$ cat src/rtl/pulse_frame_receiver_pkg.sv
// Shared constants and state encoding for the pulse-counter readout receiver.
package pulse_rx_pkg;

  localparam int unsigned ADDR_W        = 3;
  localparam int unsigned WORD_W_DEF    = 16;
  localparam int unsigned NUM_CH_DEF    = 6;
  localparam int unsigned LAST_ADDR_DEF = 3;

  typedef enum logic [1:0] {
    IDLE  = 2'd0,
    SHIFT = 2'd1,
    STORE = 2'd2
  } rx_state_t;

endpackage

$ cat src/rtl/pulse_frame_receiver_shifter.sv
// Serial-to-parallel shifter with bit counter for one readout word (MSB first).
module serial_word_shifter #(
  parameter int unsigned NBITS = 16
) (
  input  logic             clk,
  input  logic             reset,
  input  logic             start,
  input  logic             bit_en,
  input  logic             ser_data,
  output logic [NBITS-1:0] word,
  output logic             done
);

  localparam int unsigned CW = $clog2(NBITS + 1);

  logic [NBITS-1:0] shreg;
  logic [CW-1:0]    cnt;

  // word/done describe the word as it stands once the current bit is taken,
  // so the receiver can commit it on the same edge that accepts the last bit.
  always_comb begin
    word = {shreg[NBITS-2:0], ser_data};
    done = bit_en && !start && (cnt == CW'(NBITS - 1));
  end

  always_ff @(posedge clk or posedge reset) begin
    if (reset) begin
      shreg <= '0;
      cnt   <= '0;
    end else if (start) begin
      shreg <= '0;
      cnt   <= '0;
    end else if (bit_en) begin
      shreg <= word;
      cnt   <= done ? '0 : cnt + 1'b1;
    end
  end

endmodule

$ cat src/rtl/pulse_frame_receiver.sv
// Readout link receiver: rebuilds per-channel count words into a register bank.
// Optional even parity bit per word when PULSE_RX_PARITY_EN is defined.
module pulse_frame_receiver
  import pulse_rx_pkg::*;
#(
  parameter int unsigned WORD_W    = WORD_W_DEF,
  parameter int unsigned NUM_CH    = NUM_CH_DEF,
  parameter int unsigned LAST_ADDR = LAST_ADDR_DEF
) (
  input  logic                     clk,
  input  logic                     reset,
  input  logic                     sl,
  input  logic [ADDR_W-1:0]        ch_addr,
  input  logic                     bit_en,
  input  logic                     ser_data,
  input  logic                     err_clr,
  output logic [NUM_CH*WORD_W-1:0] ch_data,
  output logic                     word_valid,
  output logic [ADDR_W-1:0]        word_addr,
  output logic                     frame_done,
  output logic                     err_abort,
  output logic                     err_addr,
  output logic                     err_par
);

`ifdef PULSE_RX_PARITY_EN
  localparam int unsigned NBITS = WORD_W + 1;
`else
  localparam int unsigned NBITS = WORD_W;
`endif

  rx_state_t         state;
  logic [ADDR_W-1:0] addr_q;
  logic [WORD_W-1:0] bank [NUM_CH];
  logic [NBITS-1:0]  sh_word;
  logic [WORD_W-1:0] data_word;
  logic              sh_done, take_bit, store_now, addr_ok, par_ok, store_ok;

  always_comb begin
    take_bit  = bit_en && (state == SHIFT);
    store_now = (state == SHIFT) && sh_done;
    addr_ok   = 32'(addr_q) < NUM_CH;
`ifdef PULSE_RX_PARITY_EN
    par_ok    = ~^sh_word;
    data_word = sh_word[NBITS-1:1];
`else
    par_ok    = 1'b1;
    data_word = sh_word;
`endif
    store_ok  = store_now && addr_ok && par_ok;
  end

  serial_word_shifter #(.NBITS(NBITS)) u_shifter (
    .clk      (clk),
    .reset    (reset),
    .start    (sl),
    .bit_en   (take_bit),
    .ser_data (ser_data),
    .word     (sh_word),
    .done     (sh_done)
  );

  // The word is committed on the last-bit edge; STORE is the cycle its pulses are visible.
  always_ff @(posedge clk or posedge reset) begin
    if (reset) begin
      state      <= IDLE;
      addr_q     <= '0;
      word_valid <= 1'b0;
      word_addr  <= '0;
      frame_done <= 1'b0;
      err_abort  <= 1'b0;
      err_addr   <= 1'b0;
    end else begin
      word_valid <= 1'b0;
      frame_done <= 1'b0;
      if (err_clr) begin
        err_abort <= 1'b0;
        err_addr  <= 1'b0;
      end
      unique case (state)
        IDLE: begin
          if (sl) begin
            state  <= SHIFT;
            addr_q <= ch_addr;
          end
        end
        SHIFT: begin
          if (sl) begin
            err_abort <= 1'b1;
            addr_q    <= ch_addr;
          end else if (store_now) begin
            state <= STORE;
            if (store_ok) begin
              word_valid <= 1'b1;
              word_addr  <= addr_q;
              frame_done <= (addr_q == ADDR_W'(LAST_ADDR));
            end else if (!addr_ok) begin
              err_addr <= 1'b1;
            end
          end
        end
        STORE: begin
          if (sl) begin
            err_abort <= 1'b1;
            addr_q    <= ch_addr;
            state     <= SHIFT;
          end else begin
            state <= IDLE;
          end
        end
        default: state <= IDLE;
      endcase
    end
  end

  always_ff @(posedge clk or posedge reset) begin
    if (reset) begin
      for (int unsigned k = 0; k < NUM_CH; k++) bank[k] <= '0;
    end else if (store_ok) begin
      for (int unsigned k = 0; k < NUM_CH; k++)
        if (addr_q == ADDR_W'(k)) bank[k] <= data_word;
    end
  end

  always_comb begin
    ch_data = '0;
    for (int unsigned k = 0; k < NUM_CH; k++) ch_data[k*WORD_W +: WORD_W] = bank[k];
  end

`ifdef PULSE_RX_PARITY_EN
  always_ff @(posedge clk or posedge reset) begin
    if (reset)
      err_par <= 1'b0;
    else if (store_now && !par_ok)
      err_par <= 1'b1;
    else if (err_clr)
      err_par <= 1'b0;
  end
`else
  assign err_par = 1'b0;
`endif

endmodule

$ cat config.mk
export PLATFORM = sky130hd
export DESIGN_NAME = pulse_frame_receiver
export DESIGN_NICKNAME = d
export VERILOG_FILES = /design/src/rtl/pulse_frame_receiver_pkg.sv /design/src/rtl/pulse_frame_receiver_shifter.sv /design/src/rtl/pulse_frame_receiver.sv
export SDC_FILE = /design/constraint.sdc
export NUM_CORES = 1
export LEC_CHECK = 0
export ABC_AREA = 1
export BUFFER_PORTS_ARGS = -buffer_cell sky130_fd_sc_hd__buf_2
export CELL_PAD_IN_SITES_DETAIL_PLACEMENT = 1
export CELL_PAD_IN_SITES_GLOBAL_PLACEMENT = 1
export CORE_UTILIZATION = 29
export CTS_CLUSTER_DIAMETER = 120
export DETAILED_ROUTE_END_ITERATION = 7
export PLACE_DENSITY = 0.61
export SLEW_MARGIN = 20
export SYNTH_ARGS = -nofsm -noshare
export SYNTH_HDL_FRONTEND = slang
export SYNTH_SLANG_ARGS = --single-unit
$ cat constraint.sdc
create_clock -name clk -period 4.65 [get_ports clk]
set_input_delay 0.465 -clock clk [delete_from_list [all_inputs] [get_ports clk]]
set_output_delay 0.465 -clock clk [all_outputs]
set_load 0.03 [all_outputs]
* Word-level counts from Yosys, hierarchy flattened
Cells that the tools add are included.
Word-level totals: input bits 9, bits in registers 128, output and inout bits 104, logic and storage cells 76
Cells by class: $lt $le $gt $ge 1, eq/ne operators 11, muxes and demuxes 27, add/subtract/negate cells 1, bitwise logic cells 1, reductions and logical operators 20
Operators by type and width (count):
- two-way mux 15 bit | 2
- two-way mux 1 bit | 18
- two-way mux 5 bit | 3
- AND reduction 2 bit | 7
- equality test 3 x 2 -> 1 bit (second input constant) | 2
- equality test 3 bit (second input constant) | 2
- two-way mux 2 bit | 3
- inequality test 2 bit (second input constant) | 3
- case mux 2 bit (3 select lines) | 1
- adder 5 x 1 -> 5 bit (second input constant) | 1
- equality test 5 x 4 -> 1 bit (second input constant) | 1
- logical AND 1 bit | 5
- AND reduction 4 bit | 1
- equality test 3 x 1 -> 1 bit (second input constant) | 1
- logical NOT 3 bit | 1
- < comparator 3 bit (second input constant) | 1
- AND reduction 3 bit | 1
- OR reduction 3 bit | 1
- equality test 2 x 1 -> 1 bit (second input constant) | 1
- equality test 2 bit (second input constant) | 1
- logical NOT 2 bit | 1
- nonzero test 2 bit | 1
- OR reduction 2 bit | 1
- logical NOT 1 bit | 1
- NOT 1 bit | 1

* Longest topological paths before layout
Gate-level depths: netlist of run 1.
word-level depth 10, depth in mapped cells 10, mapped depth without buffers 9

* Cells and area by module
A second synthesis of run 1 with hierarchy kept.
Unflattened totals: cells, all modules 584, area, all modules 5296.3 sq um
Modules (own cells, without submodules):
- pulse_frame_receiver | area each 4444.3 sq um, cells each 497, times used 1
- serial_word_shifter | area each 852.1 sq um, cells each 87, times used 1

* Worst setup path before layout of run 1
OpenSTA, ideal clock, no wires.
path type reg2reg, from register state[1], to register bank, in the netlist ch_data[32], path buffers 2, setup slack 3.019 ns, required time 4.537 ns, data arrival time 1.518 ns, cell stages (with the launch flop) 10, cells stage by stage dfrtp_1 -> inv_1 -> ha_1 -> nand2_2 -> nor2_8 -> buf_6 -> buf_6 -> nand4_1 -> nand2_1 -> inv_1
On the way: word-level cells in the longest chain between the ends 7
Ends and longest elaborated chain:
- from (decl) | RTL line pulse_frame_receiver.sv:32 | rx_state_t state;
- from (signal assigned) | RTL line pulse_frame_receiver.sv:66 | state <= IDLE;
- from (signal assigned) | RTL line pulse_frame_receiver.sv:83 | state <= SHIFT;
- from (signal assigned) | RTL line pulse_frame_receiver.sv:92 | state <= STORE;
- equality test 2 x 1 -> 1 bit (*) | RTL line pulse_frame_receiver.sv:40, pulse_frame_receiver.sv:41
- logical AND 1 bit | RTL line pulse_frame_receiver.sv:40 | take_bit = bit_en && (state == SHIFT);
- logical AND 1 bit (2 in series) | RTL line pulse_frame_receiver_shifter.sv:23 | done = bit_en && !start && (cnt == CW'(NBITS - 1));
- logical AND 1 bit (*) | RTL line pulse_frame_receiver.sv:41 | store_now = (state == SHIFT) && sh_done;
- logical AND 1 bit (*) | RTL line pulse_frame_receiver.sv:50 | store_ok = store_now && addr_ok && par_ok;
- AND reduction 2 bit (no source line) (*)
- to (signal, indexed assignment) | RTL line pulse_frame_receiver.sv:121 | if (addr_q == ADDR_W'(k)) bank[k] <= data_word;
- to (decl) | RTL line pulse_frame_receiver.sv:34 | logic [WORD_W-1:0] bank [NUM_CH];
Every way passes the cells marked *; elsewhere a longest branch is shown, timed or not. A chain may end at the register's enable or synchronous reset.

* Worst setup path in the final report of run 1
from register state[1], to register bank, in the netlist ch_data[23]
Same word-level chain as after synthesis.

==> results of run 1 <==
-- stage by stage --
stage               hold WS [ps]  worst slack (ps)  instance area (um2)  total power [mW]
detailed placement           491              2460                 6480              1.41
floorplan                    467               772                 5850              1.35
CTS                          226              2450                 7070              2.74
global placement             491              2530                 6480              1.40
finish                       250              2490                 7070              2.71
global route                 229              2280                 7070              2.82
-- power by group through the flow --
stage / Clock [mW] / Combinational, mW / Sequential [mW]
finish: 1.32 / 0.209 / 1.17
global route: 1.40 / 0.240 / 1.18
CTS: 1.36 / 0.213 / 1.17
detailed placement: 0 / 0.213 / 1.19
global placement: 0 / 0.212 / 1.19
floorplan: 0 / 0.163 / 1.19
-- layout make-up --
class / count / area [um2] / share of cell area
Inverter: 219 / 825 / 0.117
Timing Repair Buffer: 113 / 571 / 0.0807
Sequential cell: 128 / 3200 / 0.453
Multi-Input combinational cell: 297 / 1550 / 0.220
Tap cell: 265 / 332 / 0.0469
Clock inverter: 14 / 158 / 0.0223
Clock buffer: 18 / 429 / 0.0607
-- cells in the final DEF (no fill, tap or decap), drive strengths merged, types with 3 or more instances in the layout --
| cell | Yosys | routed |
|---|---|---|
| o22ai | 16 | 16 |
| nand3 | 13 | 13 |
| buf | 25 | 113 |
| nor2 | 14 | 14 |
| clkbuf | 1 | 18 |
| inv | 219 | 223 |
| nand4 | 16 | 16 |
| dfrtp | 128 | 128 |
| nand2 | 133 | 133 |
| a21oi | 6 | 6 |
| ha | 6 | 6 |
| o21ai | 87 | 87 |
| clkinv | 0 | 3 |
| clkinvlp | 0 | 5 |
-- sequential cells by signal (all words and copies together) (netlist names) --
signal	count
ch_data	96
err_abort	1
err_addr	1
word_addr	3
u_shifter.cnt	5
u_shifter.shreg	15
addr_q	3
frame_done	1
word_valid	1
state	2
-- metal layers --
metal	part of all wire	up-vias	global-route usage
met5	0	-	0
met4	0.0092	0	0.0504
met3	0.033	7	0.0371
met2	0.46	74	0.239
met1	0.49	2104	0.208
li1	-	2187	-
-- worst paths after layout --
kind	start	to	slack (ps)	depth (start not counted)
max	state[1]$_DFFE_PP0P_	ch_data[23]$_DFFE_PP0P_	2490	7
min	err_clr	err_addr$_DFF_PP0_	250	2
max reg2reg	state[1]$_DFFE_PP0P_	ch_data[23]$_DFFE_PP0P_	2490	7
min reg2reg	u_shifter.cnt[0]$_DFFE_PP0P_	u_shifter.cnt[0]$_DFFE_PP0P_	500	1
max in group asynchronous	reset	ch_data[45]$_DFFE_PP0P_	3410	3
min in group asynchronous	reset	ch_data[77]$_DFFE_PP0P_	260	2
-- cells by family after synthesis --
family / Yosys count
other: 1
AND/OR/NAND/NOR: 179
buffers and inverters: 245
flip-flops: 128
AO/OA/AOI/OAI: 109
XOR/XNOR: 2
adder cells (fa/ha/maj): 6
==> impl_metrics.json, run 1 <==
{
  "synthCells": 670,
  "diodes": 0,
  "outcome": "completed",
  "cts_root_buf": "clkbuf_16",
  "path_buf_inv": 2,
  "die-width_um": 144,
  "yosysTopAreaCell": "dfrtp_1",
  "synth_flop_cell": "dfrtp_1",
  "cp_top_family": "simple AND/OR/NAND/NOR gates",
  "maxCapViolCount": 0,
  "placed_cells": 1022,
  "rsz0062_at_grt": "no",
  "switchingPower_uw": 716,
  "cts_tree": "built",
  "setup_viol_count_final": 0,
  "required_ps": 4960,
  "muxShareOfSynthArea": 0,
  "crit_path_top_delay_cell": "nor2_8",
  "synthSimpleGateAreaFrac": 0.151,
  "drv_slew": 0,
  "synthAdderAreaFrac": 0.0128,
  "drc": 0,
  "routedWlPerCell_um": 14.0,
  "slew_headroom": 0.380,
  "htreeDepth": 4,
  "row_count": 51,
  "floorplan.initialDensity": 0.299,
  "detailedPlacementHpwl_um": 10400,
  "clkSlewWorstSetupHoldPaths_ps": 60,
  "pin_count": 113,
  "synthTopCellsByCount": "inv_1, nand2_1, dfrtp_1",
  "cts_made_buffers": 17,
  "async_flop_share": 1.00,
  "critPathKind": "flip-flop to flip-flop",
  "power.share.sequential": 0.433,
  "drt_pass1_iterations": 4,
  "clock_latency_ps": 420,
  "p_comb_frac": 0.077,
  "postRouteAntennaNets": 0,
  "post_cts_resize_count": 0,
  "yosysTopAreaCellShare": 0.548,
  "area_growth_syn_to_layout_pct": 20.9,
  "hold_violations": 0,
  "path_cells": "inv_1, ha_1, nand2_2, nor2_8, nand3_4, o21ai_1, inv_1",
  "vias_per_cell": 4.15,
  "p_leak_nw": 3.50,
  "yosysSeqAreaShare": 0.548,
  "grt_pass1_vias": 4362,
  "fmax_ghz": 0.463,
  "tns_ps": 0,
  "syn_nets": 685,
  "grt.overflow.total": 0,
  "yosysWarnings": 0,
  "endpoint_kind": "flip-flop",
  "hold_class": "primary input to flip-flop",
  "synth_edf_count": 0,
  "min_period_over_period": 0.464,
  "place.gp.congestion": 0.710,
  "synth_top_family_by_area": "buffers and inverters",
  "ctsHoldBuffers": 0,
  "grt_usage": 0.153,
  "critPathMaxFanout": 32,
  "final.min_clock_period_ps": 2160,
  "fin_skew_ps": 12.7,
  "synth.most_common_cell": "inv_1",
  "n_fill_cell": 2346,
  "wl_um": 14700,
  "yosysUniqueCellTypes": 30,
  "p_sw_frac": 0.264,
  "max-vdd-ir-drop_uv": 220,
  "ys_ff_latch": 128,
  "finalNonFillerCells": 1054,
  "drive_gt1_frac": 0.210,
  "clkPwrFrac": 0.489,
  "core_area_um2": 19600,
  "num_vias": 4372,
  "crit_top_cell": "inv_1",
  "p_int_mw": 1.99,
  "clockBufferDepth": 2,
  "start_kind": "flip-flop",
  "synth_compound_area_frac": 0.0980,
  "grt_start_max_net_pins": 72,
  "io_buffer_count": 111,
  "grt_pass1_wl_um": 23600,
  "antenna_found_initial": 0,
  "first_iter_violations": 198,
  "post_cts_buffers": 0,
  "cp_data_arrival_time_ps": 2470,
  "die_y_um": 144,
  "die-area_um2": 20700,
  "synth-xor-area-share": 0.00300,
  "clock_sinks": 128,
  "synth.area.top_cells": "dfrtp_1, inv_1, nand2_1, o21ai_1, buf_6",
  "worstMarginPinSlew_ps": 931,
  "fin_util": 0.361,
  "slowest_delay_ps": 440,
  "postSynthAreaPerCell_um2": 8.73,
  "fin_nets": 791,
  "p_per_area_nw_per_um2": 383,
  "syn_area_um2": 5850
}
Power figures use the tool's default switching activity.
==> inputs of run 2 (changes only) <==
==> constraint.sdc (replaced) <==
create_clock -name clk -period 2.25 [get_ports clk]
set_input_delay 0.225 -clock clk [delete_from_list [all_inputs] [get_ports clk]]
set_output_delay 0.225 -clock clk [all_outputs]
set_load 0.03 [all_outputs]
==> impl_metrics.json, run 2 (synthesized netlist as in run 1, its figures left out) <==
{
  "drt_pass1_iterations": 4,
  "vias_per_cell": 4.03,
  "place.gp.congestion": 0.734,
  "p_comb_frac": 0.074,
  "cts_root_buf": "clkbuf_16",
  "hold_depth": 3,
  "fin_skew_ps": 5.80,
  "r2r.worst_path.cells": 7,
  "crit_path_top_delay_cell": "dfrtp_1",
  "hold_class": "primary input to flip-flop",
  "drive_gt1_frac": 0.215,
  "fin_util": 0.368,
  "p_leak_nw": 3.58,
  "start_kind": "flip-flop",
  "clock_latency_ps": 430,
  "crit_top_cell": "inv_1",
  "clkPwrFrac": 0.525,
  "final_cell_area_um2": 7210,
  "switchingPower_mw": 1.45,
  "final_common_cell": "inv_1",
  "postPlaceCellArea_um2": 6520,
  "first_iter_violations": 156,
  "cp_data_arrival_time_ps": 2340,
  "tns_ps": 0,
  "rsz0062_at_grt": "no",
  "clock_sinks": 128,
  "grt_start_max_net_pins": 49,
  "largest_reg_flops": 96,
  "reg2reg_setup_slack_ps": 230,
  "required_ps": 2570,
  "slowest_delay_ps": 410,
  "row_count": 51,
  "critPathKind": "flip-flop to flip-flop",
  "detailedPlacementHpwl_um": 10100,
  "p_int_mw": 4.58,
  "path_buf_inv": 2,
  "final.min_clock_period_ps": 2020,
  "cp_top_family": "simple AND/OR/NAND/NOR gates",
  "grt_pass1_vias": 4434,
  "post_cts_resize_count": 0,
  "htreeDepth": 4,
  "area_growth_syn_to_layout_pct": 23.3,
  "path_cells": "inv_1, ha_1, nand2_2, nor2_8, nand3_4, o21ai_1, inv_1",
  "die-width_um": 144,
  "die-area_um2": 20700,
  "r2r-end": "ch_data[4]$_DFFE_PP0P_",
  "total_power_mw": 6.03,
  "power.share.sequential": 0.401,
  "clockBufferDepth": 2,
  "grt_usage": 0.152,
  "drc": 0,
  "io_buffer_count": 111,
  "die_y_um": 144,
  "worstHoldStart": "ch_addr[2]",
  "cts_tree": "built",
  "wl_um": 14300,
  "postRouteAntennaNets": 0,
  "hold_violations": 0,
  "diodes": 0,
  "fin_nets": 797,
  "maxCapViolCount": 0,
  "num_vias": 4270,
  "outcome": "completed",
  "grt.overflow.total": 0,
  "clkSlewWorstSetupHoldPaths_ps": 60,
  "pin_count": 113,
  "routedWlPerCell_um": 13.5,
  "endpoint_kind": "flip-flop",
  "min_period_over_period": 0.897,
  "placed_cells": 1026,
  "cts_made_buffers": 17,
  "rr_startpoint": "state[1]$_DFFE_PP0P_",
  "slew_headroom": 0.566,
  "final_cell_mix": "inv_1, nand2_1, dfrtp_1",
  "drv_slew": 0,
  "fmax_ghz": 0.495,
  "worstMarginPinSlew_ps": 650,
  "finalNonFillerCells": 1060,
  "grt_pass1_wl_um": 23500,
  "holdPathEnd": "addr_q[2]$_DFFE_PP0P_",
  "setup_viol_count_final": 0,
  "max-vdd-ir-drop_uv": 426,
  "floorplan.initialDensity": 0.299,
  "p_sw_frac": 0.240,
  "antenna_found_initial": 0,
  "critPathMaxFanout": 32,
  "p_per_area_nw_per_um2": 837,
  "core_area_um2": 19600
}
## run 2: cell count changes in the layout (fill, tap and decap cells not counted)
cell | before | now
clkinvlp_4 | 5 | 3
clkbuf_1 | 1 | 0
bufinv_16 | 2 | 6
buf_4 | 2 | 6
inv_8 | 1 | 0
inv_4 | 1 | 0
inv_6 | 3 | 1
clkinv_2 | 1 | 3
clkbuf_8 | 0 | 1
dlygate4sd3_1 | 0 | 2
## run 2: how the worst max path moves through the flow
stage,slack (ps),startpoint,cells past startpoint,end
final,230,state[1]$_DFFE_PP0P_,7,ch_data[4]$_DFFE_PP0P_
after global routing,20,state[1]$_DFFE_PP0P_,7,ch_data[60]$_DFFE_PP0P_
after CTS,200,state[1]$_DFFE_PP0P_,7,ch_data[4]$_DFFE_PP0P_
after detailed placement,230,state[1]$_DFFE_PP0P_,7,ch_data[2]$_DFFE_PP0P_
after global placement,280,state[1]$_DFFE_PP0P_,7,ch_data[56]$_DFFE_PP0P_
after floorplan,440,reset,1,addr_q[0]$_DFFE_PP0P_
## run 2: repair_timing
item,in CTS,in global routing
endpoints found under the hold margin,36,0
setup buffers,0,0
hold buffers,2,0
## run 2: stage by stage
stage	hold slack, ps	worst slack, ps
floorplan	291	444
global placement	106	278
detailed placement	109	226
CTS	36.2	200
global route	57.1	18.4
finish	54.1	231
## run 2: tightest hold or removal path, cell delays in order
cell and delay, ps:
buf_2 70, nor2_1 30, a21oi_1 100
## run 2: power by group through the flow
stage / combinational [mW] / clock, mW / sequential (mW)
6_report: 0.445 / 3.17 / 2.42
3_5_place_dp: 0.452 / 0 / 2.46
2_1_floorplan: 0.337 / 0 / 2.46
4_1_cts: 0.458 / 3.24 / 2.42
3_3_place_gp: 0.447 / 0 / 2.46
5_1_grt: 0.509 / 3.34 / 2.43
## run 2: final cells by class
type                    instances  area [um2]
fillers                      2351       12400
flip-flops and latches        128        3200
multi-input cells             297        1550
inverters                     219         826
repair buffers                119         621
clock buffers                  18         439
well taps                     265         332
clock inverters                14         236
## run 2: routing by layer
metal	vias to the layer above	wire length, um	track usage
li1	2208	-	-
met1	1964	7230	0.207
met2	77	6110	0.224
met3	21	638	0.0391
met4	0	279	0.0700
met5	-	0	0
==> inputs of run 3 (changes only) <==
--- a/config.mk
+++ b/config.mk
@@ -9,6 +9,7 @@
 export BUFFER_PORTS_ARGS = -buffer_cell sky130_fd_sc_hd__buf_2
 export CELL_PAD_IN_SITES_DETAIL_PLACEMENT = 1
 export CELL_PAD_IN_SITES_GLOBAL_PLACEMENT = 1
+export CORE_MARGIN = 5
 export CORE_UTILIZATION = 29
 export CTS_CLUSTER_DIAMETER = 120
 export DETAILED_ROUTE_END_ITERATION = 7
==> impl_metrics.json, run 3 (synthesized netlist as in run 1, its figures left out) <==
{
  "clkPwrFrac": 0.491,
  "outcome": "completed",
  "hold_class": "primary input to asynchronous set/reset pin",
  "clock_sinks": 128,
  "endpoint_kind": "flip-flop",
  "reg2reg_setup_slack_ps": 330,
  "start_kind": "flip-flop",
  "first_iter_violations": 164,
  "fin_skew_ps": 7.30,
  "setup_viol_count_final": 0,
  "rr_startpoint": "state[1]$_DFFE_PP0P_",
  "die-area_um2": 23100,
  "p_leak_nw": 3.54,
  "area_growth_syn_to_layout_pct": 21.8,
  "total_power_mw": 5.63,
  "clock_latency_ps": 420,
  "final.min_clock_period_ps": 1920,
  "critPathKind": "flip-flop to flip-flop",
  "place.gp.congestion": 0.699,
  "num_vias": 4302,
  "rsz0062_at_grt": "no",
  "slowest_delay_ps": 410,
  "multiInputGateArea_um2": 1550,
  "row_count": 52,
  "die-width_um": 152,
  "pin_count": 113,
  "switchingPower_mw": 1.39,
  "min_period_over_period": 0.855,
  "r2r-end": "ch_data[55]$_DFFE_PP0P_",
  "drc": 0,
  "required_ps": 2560,
  "crit_top_cell": "inv_1",
  "final_common_cell": "inv_1",
  "core_area_um2": 20000,
  "grt.overflow.total": 0,
  "routedWlPerCell_um": 13.8,
  "critPathMaxFanout": 32,
  "grt_pass1_wl_um": 24300,
  "path_cells": "inv_1, ha_1, nand2_2, nor2_8, nand3_4, o21ai_1, inv_1",
  "antenna_found_initial": 1,
  "die_y_um": 152,
  "diodes": 0,
  "tns_ps": 0,
  "n_fill_cell": 2466,
  "p_int_mw": 4.24,
  "p_sw_frac": 0.247,
  "htreeDepth": 4,
  "worstMarginPinSlew_ps": 733,
  "largest_reg_flops": 96,
  "grt_start_max_net_pins": 129,
  "io_buffer_count": 111,
  "grt_usage": 0.131,
  "r2r.worst_path.cells": 7,
  "fmax_ghz": 0.520,
  "clockBufferDepth": 2,
  "detailedPlacementHpwl_um": 10400,
  "max-vdd-ir-drop_uv": 482,
  "maxCapViolCount": 0,
  "drt_pass1_iterations": 4,
  "vias_per_cell": 4.05,
  "slew_headroom": 0.511,
  "drv_slew": 0,
  "fin_nets": 795,
  "post_cts_resize_count": 0,
  "cts_tree": "built",
  "p_comb_frac": 0.079,
  "final_cell_mix": "inv_1, nand2_1, dfrtp_1",
  "seqCellArea_um2": 3200,
  "postRouteAntennaNets": 0,
  "wl_um": 14600,
  "cp_data_arrival_time_ps": 2230,
  "floorplan.initialDensity": 0.292,
  "power.share.sequential": 0.430,
  "drive_gt1_frac": 0.210,
  "grt_pass1_vias": 4448,
  "p_per_area_nw_per_um2": 791,
  "crit_path_top_delay_cell": "dfrtp_1",
  "cts_made_buffers": 17,
  "hold_violations": 0,
  "clkSlewWorstSetupHoldPaths_ps": 60,
  "cts_root_buf": "clkbuf_16"
}
-- run 3: cell type report --
cell class,count,share of cell area
clock buffers,21,0.0632
well taps,270,0.0474
clock inverters,10,0.0190
repair buffers,117,0.0864
inverters,219,0.116
multi-input cells,297,0.218
flip-flops and latches,128,0.450
-- run 3: through the flow --
stage / cells / cell area (um2) / hold WS (ps) / setup WS (ps) / utilization
2_1_floorplan: 670 / 5850 / 291 / 444 / -
3_3_place_gp: 1030 / 6530 / 429 / 311 / 0.326
3_5_place_dp: 1030 / 6530 / 437 / 277 / 0.326
4_1_cts: 1062 / 7120 / 41.9 / 267 / 0.355
5_1_grt: 1062 / 7120 / 41.1 / 112 / 0.355
6_report: 1062 / 7120 / 3.78 / 327 / 0.355
-- run 3: worst max-delay path by stage --
stage,slack (ps),start,endpoint
6_report,330,state[1]$_DFFE_PP0P_,ch_data[55]$_DFFE_PP0P_
5_1_grt,110,state[1]$_DFFE_PP0P_,ch_data[90]$_DFFE_PP0P_
4_1_cts,270,state[1]$_DFFE_PP0P_,ch_data[55]$_DFFE_PP0P_
3_5_place_dp,280,state[1]$_DFFE_PP0P_,ch_data[55]$_DFFE_PP0P_
3_3_place_gp,310,state[1]$_DFFE_PP0P_,ch_data[54]$_DFFE_PP0P_
2_1_floorplan,440,reset,addr_q[0]$_DFFE_PP0P_
-- run 3: timing repair --
action                     CTS  global route
setup endpoints to repair    0             0
hold endpoints to repair     1             0
buffers inserted             0             0
hold buffers                 1             0
-- run 3: routing by layer --
metal  global-route usage  up-vias  routed length, um
li1                     -     2192                  -
met1                0.182     2016               7440
met2                0.198       73               6420
met3               0.0407       19                565
met4               0.0398        2                183
met5                    0        -                 20
-- run 3: critical path: cells and delay by family, from the launching register on --
| family | cells | cell delay (ps) |
|---|---|---|
| AND/OR/NAND/NOR | 3 | 780 |
| flip-flops | 1 | 410 |
| AO/OA/AOI/OAI | 1 | 250 |
| adder cells (fa/ha/maj) | 1 | 200 |
| buffers and inverters | 2 | 160 |
-- run 3: power groups by stage --
stage	registers (mW)	clock network, mW	logic (mW)
after floorplan	2.46	0	0.337
after global placement	2.46	0	0.450
after detailed placement	2.47	0	0.454
after CTS	2.42	2.85	0.457
after global routing	2.43	2.98	0.502
final	2.42	2.76	0.444
